File: config.mk
export PLATFORM = sky130hd
export DESIGN_NAME = mux_column_scheduler
export DESIGN_NICKNAME = d
export VERILOG_FILES = /design/src/rtl/mux_column_scheduler.sv
export SDC_FILE = /design/constraint.sdc
export NUM_CORES = 1
export LEC_CHECK = 0
export CORE_MARGIN = 4
export CORE_UTILIZATION = 35
export CTS_BUF_LIST = sky130_fd_sc_hd__clkbuf_2 sky130_fd_sc_hd__clkbuf_4 sky130_fd_sc_hd__clkbuf_8
export DETAILED_ROUTE_END_ITERATION = 10
export PLACE_DENSITY_LB_ADDON = 0.1
export SKIP_LAST_GASP = 1
export SLEW_MARGIN = 20
export SYNTH_ARGS = -nofsm -noshare
export SYNTH_HDL_FRONTEND = slang
export SYNTH_SLANG_ARGS = --single-unit
File: constraint.sdc
create_clock -name i_clk -period 1.85 [get_ports i_clk]
set_clock_uncertainty 0.1 [all_clocks]
set_input_delay 0.37 -clock i_clk [delete_from_list [all_inputs] [get_ports i_clk]]
set_output_delay 0.37 -clock i_clk [all_outputs]
set_load 0.05 [all_outputs]
File: src/rtl/mux_column_scheduler.sv
// Round-robin scheduler that time-multiplexes one physical macro column among
// NUM_COLS virtual columns. Optional LEARN phase enabled by MUX_SCHED_LEARN_EN.
module mux_column_scheduler #(
  parameter int NUM_COLS    = 4,
  parameter int GAMMA_LEN   = 8,
  parameter int GRST_CYCLES = 2,
`ifdef MUX_SCHED_LEARN_EN
  parameter int LEARN_CYCLES = 2,
`endif
  parameter int IDX_W       = $clog2(NUM_COLS),
  parameter int STEP_W      = $clog2(GAMMA_LEN)
) (
  input  logic                i_clk,
  input  logic                i_rst_n,
  input  logic                i_en,
  input  logic [NUM_COLS-1:0] i_req,
  output logic [NUM_COLS-1:0] o_grant,
  output logic [IDX_W-1:0]    o_grant_idx,
  output logic                o_col_load,
  output logic                o_start_count,
  output logic [STEP_W-1:0]   o_step,
  output logic                o_grst,
  output logic                o_done,
`ifdef MUX_SCHED_LEARN_EN
  output logic                o_learn_en,
`endif
  output logic                o_busy
);

  localparam int GC_W = (GRST_CYCLES > 1) ? $clog2(GRST_CYCLES) : 1;
`ifdef MUX_SCHED_LEARN_EN
  localparam int LC_W = (LEARN_CYCLES > 1) ? $clog2(LEARN_CYCLES) : 1;
`endif

  typedef enum logic [2:0] {
    S_IDLE,
    S_LOAD,
    S_RUN,
`ifdef MUX_SCHED_LEARN_EN
    S_LEARN,
`endif
    S_GRST
  } state_t;

  state_t                r_state;
  logic [NUM_COLS-1:0]   r_grant;
  logic [IDX_W-1:0]      r_grant_idx;
  logic [IDX_W-1:0]      r_ptr;
  logic                  r_col_load;
  logic                  r_start_count;
  logic [STEP_W-1:0]     r_step;
  logic                  r_grst;
  logic                  r_done;
  logic                  r_busy;
  logic [GC_W-1:0]       r_gcnt;
`ifdef MUX_SCHED_LEARN_EN
  logic                  r_learn_en;
  logic [LC_W-1:0]       r_lcnt;
`endif

  logic                  w_any;
  logic [IDX_W-1:0]      w_win;
  int                    w_j;

  // First requester strictly after the pointer, wrapping around.
  always_comb begin
    w_any = 1'b0;
    w_win = '0;
    w_j   = 0;
    for (int k = 0; k < NUM_COLS; k++) begin
      w_j = int'(r_ptr) + k + 1;
      if (w_j >= NUM_COLS) w_j = w_j - NUM_COLS;
      if (!w_any && i_req[w_j[IDX_W-1:0]]) begin
        w_any = 1'b1;
        w_win = w_j[IDX_W-1:0];
      end
    end
  end

  always_ff @(posedge i_clk or negedge i_rst_n) begin
    if (!i_rst_n) begin
      r_state       <= S_IDLE;
      r_grant       <= '0;
      r_grant_idx   <= '0;
      r_ptr         <= IDX_W'(NUM_COLS - 1);
      r_col_load    <= 1'b0;
      r_start_count <= 1'b0;
      r_step        <= '0;
      r_grst        <= 1'b0;
      r_done        <= 1'b0;
      r_busy        <= 1'b0;
      r_gcnt        <= '0;
`ifdef MUX_SCHED_LEARN_EN
      r_learn_en    <= 1'b0;
      r_lcnt        <= '0;
`endif
    end else begin
      case (r_state)
        S_IDLE: begin
          if (i_en && w_any) begin
            r_state     <= S_LOAD;
            r_grant     <= NUM_COLS'(1) << w_win;
            r_grant_idx <= w_win;
            r_ptr       <= w_win;
            r_col_load  <= 1'b1;
            r_busy      <= 1'b1;
          end
        end
        S_LOAD: begin
          r_state       <= S_RUN;
          r_col_load    <= 1'b0;
          r_start_count <= 1'b1;
          r_step        <= '0;
        end
        S_RUN: begin
          if (r_step == STEP_W'(GAMMA_LEN - 1)) begin
            r_step        <= '0;
            r_start_count <= 1'b0;
`ifdef MUX_SCHED_LEARN_EN
            r_state       <= S_LEARN;
            r_learn_en    <= 1'b1;
            r_lcnt        <= '0;
`else
            r_state       <= S_GRST;
            r_grst        <= 1'b1;
            r_gcnt        <= '0;
            r_done        <= (GRST_CYCLES == 1);
`endif
          end else begin
            r_step <= r_step + 1'b1;
          end
        end
`ifdef MUX_SCHED_LEARN_EN
        S_LEARN: begin
          if (r_lcnt == LC_W'(LEARN_CYCLES - 1)) begin
            r_state    <= S_GRST;
            r_learn_en <= 1'b0;
            r_grst     <= 1'b1;
            r_gcnt     <= '0;
            r_done     <= (GRST_CYCLES == 1);
          end else begin
            r_lcnt <= r_lcnt + 1'b1;
          end
        end
`endif
        S_GRST: begin
          if (r_gcnt == GC_W'(GRST_CYCLES - 1)) begin
            r_state     <= S_IDLE;
            r_grst      <= 1'b0;
            r_done      <= 1'b0;
            r_grant     <= '0;
            r_grant_idx <= '0;
            r_busy      <= 1'b0;
          end else begin
            r_gcnt <= r_gcnt + 1'b1;
            // done lands on the final grst cycle, while grant is still held
            r_done <= (int'(r_gcnt) == GRST_CYCLES - 2);
          end
        end
        default: r_state <= S_IDLE;
      endcase
    end
  end

  assign o_grant       = r_grant;
  assign o_grant_idx   = r_grant_idx;
  assign o_col_load    = r_col_load;
  assign o_start_count = r_start_count;
  assign o_step        = r_step;
  assign o_grst        = r_grst;
  assign o_done        = r_done;
  assign o_busy        = r_busy;
`ifdef MUX_SCHED_LEARN_EN
  assign o_learn_en    = r_learn_en;
`endif

endmodule

==> summary.md, run 1 <==
| Metric | Value |
|---|---|
| Outcome | `finished clean` |
| Via count | `roughly 840` |
| Cell variety after synth | `35` |
| Leading cell types in the layout, fill and taps excluded | `buf_4, dfrtp_1, o21ai_0, nand2_1` |
| Unrepaired setup endpoints after global routing | `false` |
| Final core occ | `48.3%` |
| Wire length on met3 | `approximately 71 µm` |
| Design area | `between 1000 and 1500 µm²` |
| Die height | `approximately 63 µm` |
| Worst hold-check path type | `input pin to asynchronous set/reset pin` |
| Cell count after synthesis | `107` |
| Register area share after synthesis | `between 40% and 50%` |
| DIE WIDTH | `62.6 µm` |
| Antenna cell count | `0` |
| Total track usage | `12.6%` |
| Initial antenna violation count | `0` |
| CTS tree | `yes` |
| Int Power | `between 1 and 1.5 mW` |
| IO Pins | `21` |
| Area Overhead vs Synth | `29.8%` |
| Cell Area, Placed | `1330 µm²` |
| Core area | `2810 µm²` |
| Post-synthesis net count | `between 100 and 150` |
| Routed WL per cell | `12.9 µm` |
| CP max FO | `6` |
| Final WS setup | `around 0.077 ns` |
| CP startpoint kind | `flop` |
| CTS Buf Count | `3` |
| Crit end category | `flop` |
| Fill cells | `between 200 and 300` |
| Clock tree buffer depth | `2` |
| Seq cells post-synth | `19` |
| Ys flop type | `dfrtp_1` |
| Vias in the first global route | `slightly below 900` |
| Root Buffer | `clkbuf_4` |
| Syn avg cell area | `~9.8 µm²` |
| Pin slew with the least headroom to its limit | `0.364 ns` |
| Worst reg-to-reg path cell count | `6` |
| Max Clock Freq | `between 500 and 600 MHz` |
| Cell Area, Synth | `roughly 1000 µm²` |
| Worst Path Arrival | `approximately 1.9 ns` |
| Dpl ws | `-0.241 ns` |
| Wire length on met1 | `~1.0 mm` |
| RR Startpoint | `r_state[0]` |
| First-pass GRT wire length | `just under 4 mm` |
| Gates resized, CTS repair | `0` |
| DRC | `0` |
| Critical setup path kind | `flop to flop` |
| Final setup vio count | `0` |
| Initial drt markers | `28` |
| CTS sink cnt | `19` |
| DPL Wire Length | `about 1.7 mm` |
| Final non-filler cell total | `between 150 and 200` |
| Tot Pwr | `~2.3 mW` |
| VDD IR max | `745 µV` |
| CTS HTree Levels | `1` |
| Pwr dens | `1670 nW/µm²` |
| Cell mode on critical path | `inv_1` |
| Placed cell count | `167` |
| Synth async-reset ratio | `100%` |
| Nets | `155` |
| DRT Wirelength | `2.20 mm` |
| Highest Signal Layer | `met4` |
| FF-to-FF End | `r_state[1]` |
| Clock power frac | `under 10%` |
| Combinational share of power | `58.8%` |
| Multi-input logic area | `524 µm²` |
| Power share of the sequential group | `about a third` |
| Std-Cell Rows | `19` |
| CP max stage delay | `about 0.43 ns` |
| Required @ worst endpoint | `roughly 1.9 ns` |
| Max-slew violations | `0` |
| Max-Cap Viols | `0` |
| WL met2 | `between 1 and 1.5 mm` |
| Full die area | `3920 µm²` |
| Latest clock arrival within the worst-skew pair | `around 0.30 ns` |
| Post-route minimum period | `between 1.5 and 2 ns` |
| Commonest non-fill, non-tap cell in the layout | `buf_4` |
| Yosys warnings | `0` |
| Layout cells sized above 1 | `about 30%` |
| DR pass1 iterations | `4` |
| Period Utilization, post-route | `approximately 96%` |
| Remaining antenna violation count | `0` |
| Max stage delay cell, worst path | `dfrtp_1` |
| Worst path cell trace | `inv_1 -> ha_1 -> inv_1 -> o21ai_4 -> nor2_2 -> mux2_4` |
| Pleak | `roughly 0.65 nW` |
| Sequential standard cell area | `a little under 500 µm²` |
| Largest net degree at the start of global routing | `20` |
| Starting Density | `around 37%` |
| Cts hold-fix bufs | `0` |
| Final hold violation count | `0` |
| EDFF count, synth | `0` |
| Routability cong. | `0.787` |
| PortBufs | `20` |
| Gr ovfl total | `0` |
| Switching share of total power | `48.2%` |
| R2r setup slk | `0.08 ns` |
| Post CTS Setup Buffer Count | `0` |
| Clock transition at path regs | `~0.12 ns` |
| Rel. slew slack | `75.5%` |
| Via-to-Cell Ratio | `slightly below 5` |
| P_sw | `1.09 mW` |
## synth_stat cells, types with 2 or more instances
master    number  area, µm²
clkbuf_1       2       7.51
a22o_1         2       17.5
nand2b_1       6       37.5
nand3_1        3       15.0
dfrtp_1       17        425
nand2_1       11       41.3
o22ai_1        3       18.8
inv_1          8       30.0
o21ai_0       11       55.1
a21oi_1        5       25.0
ha_1           7       87.6
dfstp_2        2       52.6
nor2_1         8       30.0
## layout make-up
cell class              instances  share of cell area [%]
clock buffers                   3                    1.66
inverters                       8                    2.21
flip-flops and latches         19                    35.4
repair buffers                 32                    18.8
clock inverters                 1                   0.369
multi-input cells              77                    38.7
well taps                      31                    2.86
## worst max path at each step
stage	startpoint	endpoint	slack, ns	cells past startpoint
3_5_place_dp	i_req[1]	r_state[1]	-0.24	5
2_1_floorplan	o_step[2]	r_state[1]	0.06	4
6_report	r_state[0]	r_state[1]	0.08	6
4_1_cts	r_state[0]	r_state[1]	0.08	6
5_1_grt	r_state[1]	r_state[1]	0.001	6
3_3_place_gp	i_req[1]	r_state[1]	-0.22	5
## metrics by stage
stage | hold WS [ns] | TNS (ns)
global placement | 0.363 | -1.30
finish | 0.299 | 0
CTS | 0.302 | 0
global route | 0.299 | 0
floorplan | -0.0256 | 0
detailed placement | 0.364 | -1.44
## flip-flops by register name, indices dropped and copies added, names as in the netlist
| name | flops |
|---|---|
| r_state | 2 |
| o_grant | 4 |
| o_busy | 1 |
| o_col_load | 1 |
| r_gcnt | 1 |
| o_start_count | 1 |
| o_grst | 1 |
| o_grant_idx | 2 |
| o_done | 1 |
| r_ptr | 2 |
| o_step | 3 |
## critical path, delay by kind of cell, from the launching register on
| family | cells | cell delay [ns] |
|---|---|---|
| buffers and inverters | 2 | 0.29 |
| AND/OR/NAND/NOR | 1 | 0.06 |
| flip-flops | 1 | 0.43 |
| multiplexers | 1 | 0.29 |
| AO/OA/AOI/OAI | 1 | 0.21 |
| adder cells (fa/ha/maj) | 1 | 0.29 |
## per-layer routing
layer	vias up	track usage, %
li1	438	-
met1	392	16.0
met2	9	20.9
met3	2	2.70
met4	0	4.96
met5	-	0
## power by group through the flow
stage / combinational, mW / clock, mW / sequential (mW)
final: 1.33 / 0.214 / 0.723
after global routing: 1.45 / 0.252 / 0.759
after CTS: 1.35 / 0.228 / 0.726
after detailed placement: 1.35 / 0 / 0.734
after global placement: 1.34 / 0 / 0.729
after floorplan: 0.618 / 0 / 1.04
## cells by family (layout without fill, tap and decap cells)
| family | count (synthesis) | after routing | share of synthesized area [%] |
|---|---|---|---|
| simple gates | 36 | 36 | 17.1 |
| compound gates | 32 | 32 | 22.3 |
| flops | 19 | 19 | 45.7 |
| buf+inv | 11 | 44 | 4.07 |
| fa+ha+maj | 7 | 7 | 8.38 |
| mux | 2 | 2 | 2.39 |
No activity file was read; power rests on OpenSTA's default activity.
==> run 2, diff against run 1 <==
- SETUP_SLACK_MARGIN: not set -> 0.15
==> summary.md, run 2 (synthesis gave the netlist of run 1 again) <==
| Metric | Value |
|---|---|
| Worst reg-to-reg path cell count | `6 (unchanged)` |
| Clock transition at path regs | `0.11 ns (about the same)` |
| FF-to-FF End | `o_grant[1]` |
| Leading cell types in the layout, fill and taps excluded | `buf_4, dfrtp_1, o21ai_0, nand2_1, nor2_1` |
| CTS Buf Count | `3 (unchanged)` |
| Commonest non-fill, non-tap cell in the layout | `buf_4` |
| Critical path buffer and inverter count | `1 (-1)` |
| Pin slew with the least headroom to its limit | `0.282 ns (-0.0823 ns)` |
| CTS tree | `yes` |
| Pleak | `0.654 nW (+1.3%)` |
| Core area | `2810 µm² (unchanged)` |
| Remaining antenna violation count | `0 (unchanged)` |
| Max reg flops | `4 (unchanged)` |
| CP max FO | `6 (unchanged)` |
| Rel. slew slack | `81.0% (+5.5 points)` |
| Root Buffer | `clkbuf_4` |
| Total track usage | `12.2% (-0.42 points)` |
| Pwr dens | `1680 nW/µm² (+0.54%)` |
| Final WS setup | `0.212 ns (+0.135 ns)` |
| Outcome | `finished clean` |
| Antenna cell count | `0 (unchanged)` |
| Tot Pwr | `2.38 mW (+4.8%)` |
| CP startpoint kind | `flop` |
| Int Power | `1.26 mW (+7.3%)` |
| Max-slew violations | `0 (unchanged)` |
| CP max stage delay | `0.46 ns (+0.03 ns)` |
| IO Pins | `21 (unchanged)` |
| Via-to-Cell Ratio | `5.03 (+2.3%)` |
| CP delay by family, top | `flip-flops` |
| Dpl ws | `-0.233 ns (+0.00743 ns)` |
| Critical setup path kind | `flop to flop` |
| DPL Wire Length | `1.70 mm (+0.25%)` |
| Worst path cell trace | `ha_2 -> buf_4 -> or2_2 -> o211ai_2 -> nand2_1 -> o41ai_1` |
| CTS HTree Levels | `1 (unchanged)` |
| Final setup vio count | `0 (unchanged)` |
| CTS sink cnt | `19 (unchanged)` |
| Cell Area, Placed | `1360 µm² (+2.5%)` |
| Post-route minimum period | `1.64 ns (-0.135 ns)` |
| VDD IR max | `750 µV (+0.67%)` |
| CP endpoint | `o_grant[1]` |
| RR Startpoint | `r_state[1]` |
| DRC | `0 (unchanged)` |
| Area Overhead vs Synth | `35.3%` |
| Starting Density | `37.2% (unchanged)` |
| P_sw | `1.12 mW (+2.1%)` |
| Worst Setup SP | `r_state[1]` |
| Initial antenna violation count | `0 (unchanged)` |
| R2r setup slk | `0.21 ns (+0.14 ns)` |
| Latest clock arrival within the worst-skew pair | `0.30 ns (about the same)` |
| Routability cong. | `0.800 (+1.6%)` |
| Worst hold-check path type | `input pin to asynchronous set/reset pin` |
| Initial drt markers | `38 (+36%)` |
| Max stage delay cell, worst path | `dfrtp_2` |
| Max Clock Freq | `610 MHz (+8.2%)` |
| Vias in the first global route | `795 (-9.5%)` |
| Std-Cell Rows | `19 (unchanged)` |
| Final hold violation count | `0 (unchanged)` |
| Worst path depth | `6 (unchanged)` |
| Clock power frac | `9.5% (about the same)` |
| First-pass GRT wire length | `3.87 mm (-2.1%)` |
| Placed cell count | `168 (+0.60%)` |
| Die height | `62.6 µm (unchanged)` |
| Design area | `1410 µm² (+4.2%)` |
| Max-Cap Viols | `0 (unchanged)` |
| Worst Path Arrival | `1.73 ns (-0.13 ns)` |
| Crit end category | `flop` |
| Highest Signal Layer | `met4` |
| Unrepaired setup endpoints after global routing | `false` |
| Period Utilization, post-route | `88.6% (-7.3 points)` |
| DRT Wirelength | `2.26 mm (+2.5%)` |
| Wire length on met3 | `107 µm (+51%)` |
| Final core occ | `50.4% (+2.1 points)` |
| WL met2 | `923 µm (-14%)` |
| Clock tree buffer depth | `2 (unchanged)` |
| Combinational share of power | `59.7% (+0.9 points)` |
| Wire length on met1 | `1.19 mm (+15%)` |
| DR pass1 iterations | `4 (unchanged)` |
| Routed WL per cell | `13.0 µm (+1.4%)` |
| Power share of the sequential group | `30.8% (-1.0 points)` |
| Layout cells sized above 1 | `37.3% (+7.3 points)` |
| Gr ovfl total | `0 (unchanged)` |
| Via count | `870 (+3.4%)` |
| Switching share of total power | `46.9% (-1.2 points)` |
| Final non-filler cell total | `173 (+1.2%)` |
| Required @ worst endpoint | `1.94 ns (about the same)` |
| DIE WIDTH | `62.6 µm (unchanged)` |
| Nets | `157 (+1.3%)` |
| Full die area | `3920 µm² (unchanged)` |
| PortBufs | `20 (unchanged)` |
| Largest net degree at the start of global routing | `20 (unchanged)` |
| Cts hold-fix bufs | `0 (unchanged)` |
[run 2: cell types whose count changed in the layout (fill, tap and decap cells not counted), sizes merged]
cell           before  now
buf                26   28
clkbuf              3    4
clkdlybuf4s50       6    2
clkinv              1    0
dlygate4sd2         0    4
[run 2: worst min-delay path by stage]
stage,start,endpoint,slack [ns],cells after the start
final,i_rst_n,o_col_load,0.30,2
after global routing,i_rst_n,o_col_load,0.30,2
after CTS,i_rst_n,o_grant[0],0.30,2
after detailed placement,o_grant[1],o_grant[1],0.36,2
after global placement,o_grant[1],o_grant[1],0.36,2
after floorplan,i_rst_n,o_busy,-0.03,0
[run 2: area by class of cell]
class,instances,area (µm²)
inverters,8,30.0
flip-flops and latches,19,483
clock buffers,4,30.0
multi-input cells,77,567
well taps,31,38.8
repair buffers,34,265
fillers,256,1390
[run 2: timing repair]
action	in CTS	in global routing
gates resized for setup	7	4
setup endpoints to repair	6	7
cloned	0	0
setup buffers	0	1
pin swaps	3	0
[run 2: layer usage]
layer | GRT usage [%] | vias up
li1 | - | 444
met4 | 4.96 | 0
met5 | 0 | -
met3 | 3.78 | 4
met2 | 17.0 | 15
met1 | 17.3 | 407
[run 2: metrics by stage]
step	hold WS, ns	TNS (ns)
2_1_floorplan	-0.0256	0
3_3_place_gp	0.365	-1.47
5_1_grt	0.303	0
6_report	0.297	0
3_5_place_dp	0.364	-1.61
4_1_cts	0.301	0
[run 2: power by group through the flow]
stage / Combinational [mW] / Clock, mW / Sequential [mW]
after floorplan: 0.623 / 0 / 1.04
after global placement: 1.36 / 0 / 0.732
after detailed placement: 1.37 / 0 / 0.737
after CTS: 1.38 / 0.238 / 0.730
after global routing: 1.57 / 0.249 / 0.757
final: 1.42 / 0.226 / 0.733
==> run 3, diff against run 2 <==
- CAP_MARGIN: not set -> 20
==> results of run 3 <==
No change in the layout: final DEF, timing and power equal those of run 2.
